## src/rtl/gticc_rxalign.sv

```systemverilog
// gticc_rxalign: 2-byte GT RX comma aligner with HUNT/VERIFY/LOCKED lock FSM, aligned registered output and saturating error count
module gticc_rxalign #(
  parameter logic [7:0] COMMA   = 8'hBC,
  parameter int         NVERIFY = 4,
  parameter int         NLOSS   = 8,
  parameter int         ERRW    = 16
) (
  input  logic            clk,
  input  logic            reset,
  input  logic            gtresetdone,
  input  logic [15:0]     rxdata,
  input  logic [1:0]      rxcharisk,
  input  logic [1:0]      rxdisperr,
  input  logic [1:0]      rxnotintable,
  input  logic            errclr,
  output logic [15:0]     dout,
  output logic [1:0]      doutk,
  output logic            dvalid,
  output logic            linkup,
  output logic            realign,
  output logic            offset,
  output logic [ERRW-1:0] errcnt,
  output logic [1:0]      state
);
  typedef enum logic [1:0] {HUNT = 2'd0, VERIFY = 2'd1, LOCKED = 2'd2} state_t;
  localparam int GW = $clog2(NVERIFY + 1);
  localparam int BW = $clog2(NLOSS + 1);
  state_t          r_state, w_state;
  logic            r_offset, w_offset, r_realign, w_realign, r_dvalid, r_prevk;
  logic [GW-1:0]   r_goodcnt, w_goodcnt;
  logic [BW-1:0]   r_badcnt, w_badcnt;
  logic [ERRW-1:0] r_errcnt;
  logic [7:0]      r_prev;
  logic [15:0]     r_dout, w_adata;
  logic [1:0]      r_doutk, w_ak;
  logic            w_c0, w_c1, w_comma, w_lane, w_bad, w_miss, w_locked, w_err;
  assign w_c0     = rxcharisk[0] && rxdata[7:0] == COMMA;
  assign w_c1     = rxcharisk[1] && rxdata[15:8] == COMMA;
  assign w_comma  = gtresetdone && (w_c0 || w_c1);
  assign w_lane   = !w_c0;
  assign w_bad    = |{rxdisperr, rxnotintable};
  assign w_miss   = w_bad || (w_comma && w_lane != r_offset);
  assign w_locked = r_state == LOCKED;
  assign w_err    = gtresetdone && w_locked && w_bad;
  assign w_adata  = r_offset ? {rxdata[7:0], r_prev} : rxdata;
  assign w_ak     = r_offset ? {rxcharisk[0], r_prevk} : rxcharisk;
  always_comb begin
    w_state   = r_state;
    w_offset  = r_offset;
    w_goodcnt = r_goodcnt;
    w_badcnt  = r_badcnt;
    w_realign = 1'b0;
    if (!gtresetdone) w_state = HUNT;
    else if (r_state == HUNT) begin
      if (w_comma && !w_bad) begin
        w_state   = VERIFY;
        w_offset  = w_lane;
        w_goodcnt = GW'(1);
      end
    end else if (r_state == VERIFY) begin
      if (w_miss) w_state = HUNT;
      else if (w_comma) begin
        w_goodcnt = r_goodcnt + GW'(1);
        if (w_goodcnt == GW'(NVERIFY)) begin
          w_state  = LOCKED;
          w_badcnt = '0;
        end
      end
    end else if (r_state == LOCKED) begin
      w_badcnt = w_miss ? r_badcnt + BW'(1) : '0;
      if (w_miss && w_badcnt == BW'(NLOSS)) begin
        w_state   = HUNT;
        w_realign = 1'b1;
      end
    end else w_state = HUNT;
  end
  always_ff @(posedge clk) begin
    if (reset) begin
      r_state   <= HUNT;
      r_offset  <= 1'b0;
      r_goodcnt <= '0;
      r_badcnt  <= '0;
      r_realign <= 1'b0;
    end else begin
      r_state   <= w_state;
      r_offset  <= w_offset;
      r_goodcnt <= w_goodcnt;
      r_badcnt  <= w_badcnt;
      r_realign <= w_realign;
    end
  end
  always_ff @(posedge clk) begin
    if (reset) begin
      r_prev   <= '0;
      r_prevk  <= 1'b0;
      r_dout   <= '0;
      r_doutk  <= '0;
      r_dvalid <= 1'b0;
      r_errcnt <= '0;
    end else begin
      r_prev   <= rxdata[15:8];
      r_prevk  <= rxcharisk[1];
      r_dout   <= w_locked ? w_adata : '0;
      r_doutk  <= w_locked ? w_ak : '0;
      r_dvalid <= w_locked;
      if (errclr) r_errcnt <= ERRW'(w_err);
      else if (w_err && !(&r_errcnt)) r_errcnt <= r_errcnt + ERRW'(1);
    end
  end
  assign dout    = r_dout;
  assign doutk   = r_doutk;
  assign dvalid  = r_dvalid;
  assign linkup  = w_locked;
  assign realign = r_realign;
  assign offset  = r_offset;
  assign errcnt  = r_errcnt;
  assign state   = r_state;
endmodule

```

## config.mk

```make
export PLATFORM = sky130hd
export DESIGN_NAME = gticc_rxalign
export DESIGN_NICKNAME = d
export VERILOG_FILES = /design/src/rtl/gticc_rxalign.sv
export SDC_FILE = /design/constraint.sdc
export NUM_CORES = 1
export LEC_CHECK = 0
export CORE_MARGIN = 5
export CORE_UTILIZATION = 50
export CTS_BUF_LIST = sky130_fd_sc_hd__clkbuf_16
export CTS_CLUSTER_SIZE = 40
export DETAILED_ROUTE_END_ITERATION = 8
export GPL_TIMING_DRIVEN = 0
export PLACE_DENSITY = 0.85
export SETUP_SLACK_MARGIN = 0.1
export SLEW_MARGIN = 15
export SYNTH_ARGS = -nofsm -noshare
export SYNTH_HDL_FRONTEND = slang
export SYNTH_SLANG_ARGS = --single-unit
```

## constraint.sdc

```tcl
create_clock -name clk -period 5.2 [get_ports clk]
set_clock_uncertainty 0.15 [all_clocks]
set_input_delay 1.04 -clock clk [delete_from_list [all_inputs] [get_ports clk]]
set_output_delay 1.04 -clock clk [all_outputs]
set_load 0.05 [all_outputs]
```

Word-level counts from Yosys, hierarchy flattened
Cells that the tools add are included.
{"block": "totals", "register_bits": 55, "out_inout_bits": 40, "wordCells": 86}
{"block": "classes", "n_addsub": 3, "n_eq_ne": 15, "mux": 24, "n_bitwise": 3, "n_reduce_logical": 29}
{"op": "2-to-1 mux 4 bit", "count": 6}
{"op": "2-to-1 mux 2 bit", "count": 9}
{"op": "adder 16 x 1 -> 16 bit (second input constant)", "count": 1}
{"op": "equality test 8 bit (second input constant)", "count": 2}
{"op": "2-to-1 mux 16 bit", "count": 1}
{"op": "AND reduction 16 bit", "count": 1}
{"op": "2-to-1 mux 3 bit", "count": 5}
{"op": "logical AND 1 bit", "count": 9}
{"op": "nonzero test 2 bit", "count": 4}
{"op": "inequality test 2 x 1 -> 1 bit (second input constant)", "count": 3}
{"op": "AND reduction 6 bit", "count": 1}
{"op": "OR reduction 2 bit", "count": 3}
{"op": "AND reduction 5 bit", "count": 1}
{"op": "OR reduction 5 bit", "count": 1}
{"op": "adder 4 x 1 -> 4 bit (second input constant)", "count": 1}
{"op": "equality test 4 bit (second input constant)", "count": 1}
{"op": "inequality test 2 bit (second input constant)", "count": 2}
{"op": "inequality test 4 x 1 -> 1 bit (second input constant)", "count": 1}
{"op": "inequality test 4 x 3 -> 1 bit (second input constant)", "count": 1}
{"op": "inequality test 4 bit (second input constant)", "count": 1}
{"op": "AND reduction 4 bit", "count": 1}
{"op": "OR reduction 4 bit", "count": 1}
{"op": "adder 3 x 1 -> 3 bit (second input constant)", "count": 1}
{"op": "equality test 3 bit (second input constant)", "count": 1}
{"op": "9 further kinds", "count": 16}

Longest topological paths before layout
Gate-level depths: netlist (run 1).
{"block": "depth", "word_depth": 13, "depth_mapped": 8, "depth_no_buf": 8}

Worst setup path after synthesis (run 1)
No wires, ideal clock.
{"block": "synth_timing", "path_kind": "in2reg", "from": "input rxdata[0]", "to": "register r_goodcnt[1]", "setup_ns": 0.128, "arrival_time_ns": 2.656, "t_required_ns": 4.922, "path_slack_ns": 2.266, "cell_stages": 6, "path_buffers": 0, "path_cell_list": "or3b_4 or3_4 mux2_4 nor3_4 mux2i_1 nor2_1"}
{"block": "synth_between", "elab_chain_cells": 8, "elab_cells_between_ends": 13}
{"item": "from (decl)", "line_no": "11", "text": "input logic [15:0] rxdata,"}
{"item": "equality test 8 bit *", "line_no": "37", "text": "assign w_c0 = rxcharisk[0] && rxdata[7:0] == COMMA;"}
{"item": "logical AND 1 bit *", "line_no": "37"}
{"item": "logical NOT 1 bit or logical OR 1 bit (tied branches)", "line_no": "40, 39"}
{"item": "inequality test 1 bit or logical AND 1 bit (tied branches)", "line_no": "42, 39"}
{"item": "logical AND 1 bit", "line_no": "42", "text": "assign w_miss = w_bad || (w_comma && w_lane != r_offset);"}
{"item": "logical OR 1 bit", "line_no": "42"}
{"item": "inequality test 2 x 1 -> 1 bit (no line)"}
{"item": "AND reduction 5 bit (no line) *"}
{"item": "to (signal assigned)", "line_no": "87", "text": "r_goodcnt <= w_goodcnt;"}
{"item": "to (decl)", "line_no": "30", "text": "logic [GW-1:0] r_goodcnt, w_goodcnt;"}
Every way passes the cells marked *; elsewhere a longest branch is shown, timed or not.
A chain may end at the register's enable or synchronous reset.

Worst setup path after layout (run 1)
{"block": "layout_timing", "from": "input rxdata[2]", "to": "register r_badcnt[0]"}
{"block": "layout_between", "elab_chain_cells": 9, "elab_cells_between_ends": 14}
{"item": "equality test 8 bit *", "line_no": "37"}
{"item": "logical AND 1 bit *", "line_no": "37"}
{"item": "logical NOT 1 bit or logical OR 1 bit (tied branches)", "line_no": "40, 39"}
{"item": "inequality test 1 bit or logical AND 1 bit (tied branches)", "line_no": "42, 39"}
{"item": "logical AND 1 bit", "line_no": "42"}
{"item": "logical OR 1 bit", "line_no": "42"}
{"item": "2-to-1 mux 4 bit", "line_no": "70", "text": "w_badcnt = w_miss ? r_badcnt + BW'(1) : '0;"}
{"item": "2-to-1 mux 4 bit", "line_no": "69", "text": "end else if (r_state == LOCKED) begin"}
{"item": "2-to-1 mux 4 bit", "line_no": "60", "text": "end else if (r_state == VERIFY) begin"}
{"item": "to (signal assigned)", "line_no": "88", "text": "r_badcnt <= w_badcnt;"}
{"item": "to (decl)", "line_no": "31", "text": "logic [BW-1:0] r_badcnt, w_badcnt;"}
Every way passes the cells marked *; elsewhere a longest branch is shown, timed or not. The select of a mux whose other input is x is not followed.

==> results of run 1 <==
[stage by stage]
stage	area [sq um]	hold slack (ps)	util	power, W
final	3377	317.6	0.7056	0.0007826
after global routing	3377	363.6	0.7056	0.0008089
after CTS	3377	319.5	0.7056	0.0007875
after detailed placement	3244	304.0	0.6779	0.0004843
after global placement	3244	293.5	0.6779	0.0004831
after floorplan	2510	290.0	-	0.0004547
[worst paths after layout]
| kind | end | slack (ps) | depth (start not counted) |
|---|---|---|---|
| worst min register to register | dout[5] | 320 | 2 |
| worst min-delay path | dout[5] | 320 | 2 |
| worst max register to register | dout[3] | 2810 | 5 |
| worst max-delay path | r_badcnt[0] | 1800 | 7 |
[routing by layer]
layer	up-vias	track usage	wire (um)
met4	0	0.05574	50
met1	1003	0.2381	2549
met5	-	0	0
li1	1081	-	-
met3	6	0.03104	301
met2	59	0.3186	2871
[critical path, delay by kind of cell]
family / cells / cell delay (ps)
and+or+nand+nor: 4 / 1170
AOI/OAI and AO/OA: 2 / 720
buffers and inverters: 1 / 500
[flip-flops by register name (all words and copies together), names as in the netlist]
| register | cells |
|---|---|
| dvalid | 1 |
| offset | 1 |
| dout | 16 |
| r_badcnt | 4 |
| doutk | 2 |
| r_prevk | 1 |
| state | 2 |
| r_prev | 8 |
| r_goodcnt | 3 |
| realign | 1 |
| errcnt | 16 |
[logic make-up after synthesis]
| family | share of synthesized area |
|---|---|
| AOI/OAI and AO/OA | 0.07527 |
| xor gates and xnor gates | 0.05932 |
| adders and majority gates | 0.03988 |
| buffers and inverters | 0.02542 |
| DFF | 0.4387 |
| muxes | 0.09372 |
| and+or+nand+nor | 0.2677 |
[power breakdown]
| part | leakage [nW] | switching [W] | total [W] | internal, W |
|---|---|---|---|---|
| logic | 0.690 | 0.0000229 | 0.0000489 | 0.0000259 |
| clock network | 0.0618 | 0.000134 | 0.000307 | 0.000173 |
| registers | 0.445 | 0.00000130 | 0.000427 | 0.000425 |
| total | 1.20 | 0.000159 | 0.000783 | 0.000624 |
[cell usage in the layout (no fill, tap or decap), drive strengths merged, types with 2 or more instances in the layout]
cell           synthesis  routed
ha                     8       8
nor2b                 12      12
nor2                  42      42
or3                    3       3
nor4                   4       4
a211oi                 3       3
dfxtp                 55      55
clkbuf                 9      14
nand2                 19      19
xor2                  15      15
or4                    3       3
nand4b                 2       2
and4                   3       3
and2                   3       3
o211ai                 2       2
and3                   2       2
nor4b                  2       2
xnor2                  2       2
a31oi                  3       3
nand3                 10      10
o21ai                  2       2
inv                    7       7
nand4                  6       6
clkdlybuf4s50          0      65
a21oi                  8       8
nor3                   6       6
mux2i                 22      22
or3b                   3       3
[final cells by class]
type                            count  area, sq um  share of cell area
Buffer                             10        37.54             0.01112
Clock buffer                        5        125.1             0.03705
Clock inverter                      1        7.507            0.002223
Inverter                            7        26.28            0.007781
Multi-Input combinational cell    198         1345              0.3983
Sequential cell                    55         1101              0.3260
Tap cell                           67        83.83             0.02482
Timing Repair Buffer               65        650.6              0.1927
==> results_dict.tcl, run 1 <==
set metrics [dict create \
    status "finished, final reports clean" \
    crit_type "primary input to flop" \
    insertion_delay_ps 280 \
    synth.largest_area_cell "dfxtp_1" \
    rsz0062_at_grt "false" \
    cts_made_buffers 5 \
    dieArea_sq_um 6537 \
    drive_above_1_share 0.04985 \
    nNetsFinal 376 \
    postRouteWirelength_um 5772 \
    cts_sinks 55 \
    fin_crit_ps 3396 \
    cts_resized 0 \
    port_buffers 65 \
    die-width_um 80.85 \
    synth_top_area_frac 0.4387 \
    die_h_um 80.85 \
    peakVddDrop_v 0.0001808 \
    synthesis.area_sq_um 2510 \
    place.gp.congestion 0.8914 \
    cts_root_buf "clkbuf_16" \
    via_per_inst 5.267 \
    syn_to_final_growth_pct 34.55 \
    cp-start-kind "primary input" \
    timing.critical_path.arrival_ps 3420 \
    grt_pass1_vias 2071 \
    core_sq_um 4786 \
    place_hpwl_um 4390 \
    setup_ws_ps 1804 \
    post-synth-top-count-cell "dfxtp_1" \
    cpMaxStageDelayCell "a311oi_2" \
    clock_path_buffers 2 \
    synth_cell_type_count 49 \
    period_share 0.6531 \
    synth_edf_count 0 \
    rows 25 \
    ys.flop_type "dfxtp_1" \
    setup_violations 0 \
    synth_seq_cells 55 \
    dp.cells 402 \
    instances_no_fill 408 \
    synthTopCellsByArea "dfxtp_1, mux2i_1, nor2_1" \
    avgSynthCellArea_sq_um 9.296 \
    tightest_slew_ps 716.9 \
    max_freq_mhz 294.4 \
    crit_fanout 6 \
    grt_max_degree 16 \
    fillers 371 \
    tns_ps 0 \
    track_usage 0.1855 \
    start_util 0.5244 \
    path_clk_slew_ps 60 \
    cp-startpoint "rxdata[2]" \
    antenna_found_initial 0 \
    cts_hold_buf 0 \
    async_reset_ff_frac 0 \
    yosysWarnings 0 \
    leakagePower_nw 1.197 \
    p_per_area_nw_per_um2 231.8 \
    first_iter_violations 101 \
    drv_cap 0 \
    finalMaxSlewViolations 0 \
    dr.pass1.iters 4 \
    cts_setup_buffers 0 \
    r2r-start "offset" \
    crit_path_end_kind "flop" \
    grt_pass1_wl_um 9639 \
    critPathMaxStageDelay_ps 520 \
    grt-ovfl-total 0 \
    worstPathRequired_ps 5230 \
    ios 66 \
    pre_cts_ws_ps 1558 \
    antenna_left 0 \
    syn-num-nets 304 \
    maxSlewHeadroom 0.5221 \
    num_antenna_cells 0 \
    synth.top_cells.by_count "dfxtp_1, nor2_1, mux2i_1, nand2_1, xor2_1" \
    yosysSeqAreaShare 0.4387 \
    drc 0 \
    wl_per_cell_um 14.15 \
    htreeDepth 2 \
    syn_inst 270 \
    holdCritStartpoint "r_prev[5]" \
    finalHoldViolCount 0 \
    tritoncts "done" \
    worstHoldPathType "flop to flop" \
    num_vias 2149 \
    cp_cell_sequence "clkdlybuf4s50_1 -> or3b_4 -> or3_4 -> a311oi_2 -> or3_1 -> nor3_1 -> a31o_1" \
]
Power figures use the tool's default switching activity.
==> inputs of run 2 (changes only) <==
Settings changed: CORE_UTILIZATION 50 to 48, PLACE_DENSITY 0.85 to 0.82.
Clock period 5.2 ns to 3.53 ns, I/O delays scaled along.
==> run 2 against run 1 <==
Register-to-register slack got worse by 1700 ps. Hold slack gained 4.7 ps. Non-clock buffer count unchanged. Count of clock-buffer cells in the layout stayed put. Critical endpoint unchanged. Sequential share of layout area is 0.41 points lower.
==> results_dict.tcl, run 2 (synthesis gave the netlist of run 1 again) <==
set metrics [dict create \
    status "finished, final reports clean" \
    insertion_delay_ps 290 \
    place_area_sq_um 3248 \
    max_freq_mhz 326.7 \
    die_h_um 82.31 \
    drv_cap 0 \
    grt-ovfl-total 0 \
    drive_above_1_share 0.05539 \
    hold_end "dout[7]" \
    reg2reg_slack_ps 1130 \
    place.gp.congestion 0.7944 \
    drc 0 \
    grt_max_degree 19 \
    dr.pass1.iters 4 \
    via_per_inst 5.308 \
    path_clk_slew_ps 70 \
    period_share 0.8670 \
    start_util 0.4914 \
    place_hpwl_um 4672 \
    track_usage 0.1918 \
    cp-start-kind "primary input" \
    htreeDepth 2 \
    cts_setup_buffers 0 \
    num_vias 2192 \
    setup_ws_ps 469.5 \
    peakVddDrop_v 0.0002627 \
    num_antenna_cells 0 \
    syn_to_final_growth_pct 36.24 \
    finalMaxSlewViolations 0 \
    tritoncts "done" \
    cts_root_buf "clkbuf_16" \
    worstPathRequired_ps 3560 \
    pre_cts_ws_ps 221.1 \
    p_per_area_nw_per_um2 368.4 \
    cts_made_buffers 5 \
    finalHoldViolCount 0 \
    whs_path_depth 2 \
    setup_violations 0 \
    rr_endpoint "dout[8]" \
    final_cell_mix "clkdlybuf4s50_1, dfxtp_1, nor2_1, mux2i_1, nand2_1" \
    holdCritStartpoint "r_prev[7]" \
    ios 66 \
    die-width_um 82.31 \
    fin_crit_ps 3061 \
    antenna_left 0 \
    crit_path_end_kind "flop" \
    r2r-start "offset" \
    first_iter_violations 77 \
    crit_fanout 6 \
    cts_sinks 55 \
    nNetsFinal 376 \
    rsz0062_at_grt "false" \
    dp.cells 405 \
    postRouteWirelength_um 6101 \
    wl_per_cell_um 14.77 \
    core_sq_um 5107 \
    grt_pass1_vias 2139 \
    timing.critical_path.arrival_ps 3090 \
    fillers 432 \
    worstHoldPathType "flop to flop" \
    tightest_slew_ps 735.6 \
    crit_type "primary input to flop" \
    instances_no_fill 413 \
    clock_path_buffers 2 \
    tns_ps 0 \
    grt_pass1_wl_um 9853 \
    final_common_cell "clkdlybuf4s50_1" \
    cts_hold_buf 0 \
    cts_resized 0 \
    leakagePower_nw 1.216 \
    reg2regPathDepth 5 \
    finish.instance_area_sq_um 3420 \
    maxSlewHeadroom 0.5051 \
    dieArea_sq_um 6775 \
    antenna_found_initial 0 \
    port_buffers 65 \
    rows 26 \
]
[run 2: cell types whose count changed in the layout (fill, tap and decap cells not counted), sizes merged]
| cell | previous run | this run |
|---|---|---|
| bufinv | 0 | 1 |
| inv | 7 | 8 |
[run 2: layer usage]
| layer | vias up | GRT usage | share of wire |
|---|---|---|---|
| met4 | 0 | 0.07973 | 0.022 |
| li1 | 1085 | - | - |
| met5 | - | 0 | 0 |
| met3 | 14 | 0.03688 | 0.049 |
| met1 | 1042 | 0.2213 | 0.41 |
| met2 | 51 | 0.3438 | 0.52 |
[run 2: worst max-delay path by stage]
stage	startpoint	end	slack, ps
after detailed placement	rxdata[2]	r_badcnt[0]	220
after global routing	rxdata[2]	r_badcnt[3]	420
after floorplan	rxdata[0]	r_goodcnt[1]	930
after global placement	rxdata[2]	r_badcnt[0]	260
after CTS	rxdata[2]	r_badcnt[0]	510
final	rxdata[2]	r_badcnt[0]	470
[run 2: metrics by stage]
step	hold WS [ps]	power, W	util
5_1_grt	356.2	0.001303	0.6695
4_1_cts	326.2	0.001268	0.6695
6_report	322.3	0.001260	0.6695
3_3_place_gp	295.7	0.0007117	0.6360
2_1_floorplan	290.0	0.0006698	-
3_5_place_dp	308.1	0.0007138	0.6360
[run 2: layout make-up]
| type | count | area, sq um | share of cell area |
|---|---|---|---|
| multi-input cells | 198 | 1345 | 0.3933 |
| clock buffers | 5 | 125.1 | 0.03659 |
| well taps | 70 | 87.58 | 0.02561 |
| clock inverters | 3 | 46.29 | 0.01354 |
| inverters | 7 | 26.28 | 0.007684 |
| flip-flops and latches | 55 | 1101 | 0.3220 |
| repair buffers | 65 | 650.6 | 0.1903 |
| plain buffers | 10 | 37.54 | 0.01098 |
[run 2: where the power goes]
group | internal (W) | leakage [nW] | switching (W)
registers | 0.000626 | 0.445 | 0.00000234
clock network | 0.000337 | 0.0804 | 0.000222
logic | 0.0000382 | 0.690 | 0.0000337
[run 2: critical path: stages]
cell and delay (ps):
clkdlybuf4s50_1 520, or3b_4 440, or3_4 440, a311oi_2 490, or3_1 240, nor3_1 60
a31o_1 200
==> inputs of run 3 (changes only) <==
Settings changed: ABC_CLOCK_PERIOD_IN_PS set to 3530, GPL_TIMING_DRIVEN 0 to not set.
==> run 3 against run 2 <==
Global-route usage decreased by 0.81 points. Cell count decreased by 1.7%. Die area is the same. Flip-flop and latch count unchanged. Maximum frequency rose by 3.9%. Via count shrank 2.4%. Critical endpoint is now state[1]. Largest cell class unchanged. Highest routed layer unchanged.
==> results_dict.tcl, run 3 (synthesis gave the netlist of run 1 again) <==
set metrics [dict create \
    tritoncts "done" \
    period_share 0.8342 \
    crit_path_end_kind "flop" \
    path_clk_slew_ps 70 \
    timing.critical_path.arrival_ps 3010 \
    nNetsFinal 369 \
    start_util 0.4914 \
    wl_per_cell_um 14.37 \
    p_per_area_nw_per_um2 382.6 \
    antenna_found_initial 0 \
    internal_power_w 0.001068 \
    crit_fanout 6 \
    rsz0062_at_grt "false" \
    wl_met3_um 235 \
    clock_path_buffers 2 \
    cts_root_buf "clkbuf_16" \
    grt_pass1_wl_um 9563 \
    insertion_delay_ps 280 \
    top_layer "met4" \
    place.gp.congestion 0.8291 \
    grt_max_degree 22 \
    finalMaxSlewViolations 0 \
    swShare 0.1843 \
    final_cell_mix "clkdlybuf4s50_1, dfxtp_1, nor2_1, mux2i_1, nand2_1" \
    peakVddDrop_v 0.0003236 \
    cts_sinks 55 \
    core_sq_um 5107 \
    max_freq_mhz 339.6 \
    tns_ps 0 \
    postRouteWirelength_um 5833 \
    drv_cap 0 \
    port_buffers 65 \
    htreeDepth 2 \
    rows 26 \
    dr_wl_met2_um 2870 \
    final_common_cell "clkdlybuf4s50_1" \
    cts_resized 0 \
    dr.pass1.iters 4 \
    cts_hold_buf 0 \
    num_antenna_cells 0 \
    tightest_slew_ps 704.1 \
    status "finished, final reports clean" \
    cts_setup_buffers 0 \
    dieArea_sq_um 6775 \
    fin_crit_ps 2945 \
    syn_to_final_growth_pct 36.34 \
    crit_type "primary input to flop" \
    finalHoldViolCount 0 \
    clockPowerShare 0.466 \
    num_vias 2140 \
    first_iter_violations 106 \
    drive_above_1_share 0.06250 \
    whs_path_depth 2 \
    die_h_um 82.31 \
    fillers 398 \
    seqPwrFrac 0.480 \
    fin_util 0.6700 \
    whs_ps 318.3 \
    setup_violations 0 \
    grt_pass1_vias 2024 \
    place_hpwl_um 4383 \
    power_frac_comb 0.054 \
    die-width_um 82.31 \
    drc 0 \
    cp-start-kind "primary input" \
    instances_no_fill 406 \
    dp.cells 398 \
    worstHoldPathType "flop to flop" \
    leakagePower_nw 1.234 \
    reg2regPathDepth 6 \
    p_switching_w 0.0002413 \
    cts_made_buffers 5 \
    track_usage 0.1837 \
    antenna_left 0 \
    met1_length_um 2643 \
    grt-ovfl-total 0 \
    worstPathRequired_ps 3590 \
    via_per_inst 5.271 \
    ios 66 \
    maxSlewHeadroom 0.5295 \
]
## run 3: layout make-up
cell class | count | area, sq um | area share
clock buffers | 5 | 125.1 | 0.03656
well taps | 70 | 87.58 | 0.02559
multi-input cells | 198 | 1345 | 0.3931
inverters | 7 | 26.28 | 0.007678
clock inverters | 3 | 63.81 | 0.01865
flip-flops and latches | 55 | 1101 | 0.3218
repair buffers | 68 | 673.1 | 0.1967
## run 3: power groups by stage
stage / Clock, W / Sequential [W] / Combinational [W]
2_1_floorplan: 0 / 0.000644 / 0.0000260
3_5_place_dp: 0 / 0.000642 / 0.0000702
3_3_place_gp: 0 / 0.000642 / 0.0000695
4_1_cts: 0.000622 / 0.000628 / 0.0000710
5_1_grt: 0.000650 / 0.000628 / 0.0000770
6_report: 0.000610 / 0.000628 / 0.0000710
## run 3: final timing paths
kind                       to  slack (ps)  startpoint
hold reg to reg       dout[5]         320   r_prev[5]
setup / recovery     state[1]         590   rxdata[2]
setup reg to reg  r_badcnt[3]        1180      offset
hold / removal        dout[5]         320   r_prev[5]
## run 3: worst max-delay path, stage by stage
cell	delay, ps
clkdlybuf4s50_1	500
or3b_4	430
or3_4	440
a311oi_2	440
o21ai_1	150
o211ai_2	130
mux2i_1	220
## run 3: stage by stage
| stage | area, sq um | power [W] | setup slack (ps) |
|---|---|---|---|
| 6_report | 3422 | 0.001309 | 585.1 |
| 5_1_grt | 3422 | 0.001355 | 454.2 |
| 4_1_cts | 3422 | 0.001321 | 589.9 |
| 3_5_place_dp | 3233 | 0.0007127 | 292.8 |
| 3_3_place_gp | 3233 | 0.0007117 | 361.5 |
| 2_1_floorplan | 2510 | 0.0006698 | 930.4 |
## run 3: metal layers
layer  up-vias  global-route usage
li1       1073                   -
met1      1011              0.2329
met2        48              0.3069
met3         8             0.03796
met4         0             0.06645
met5         -                   0
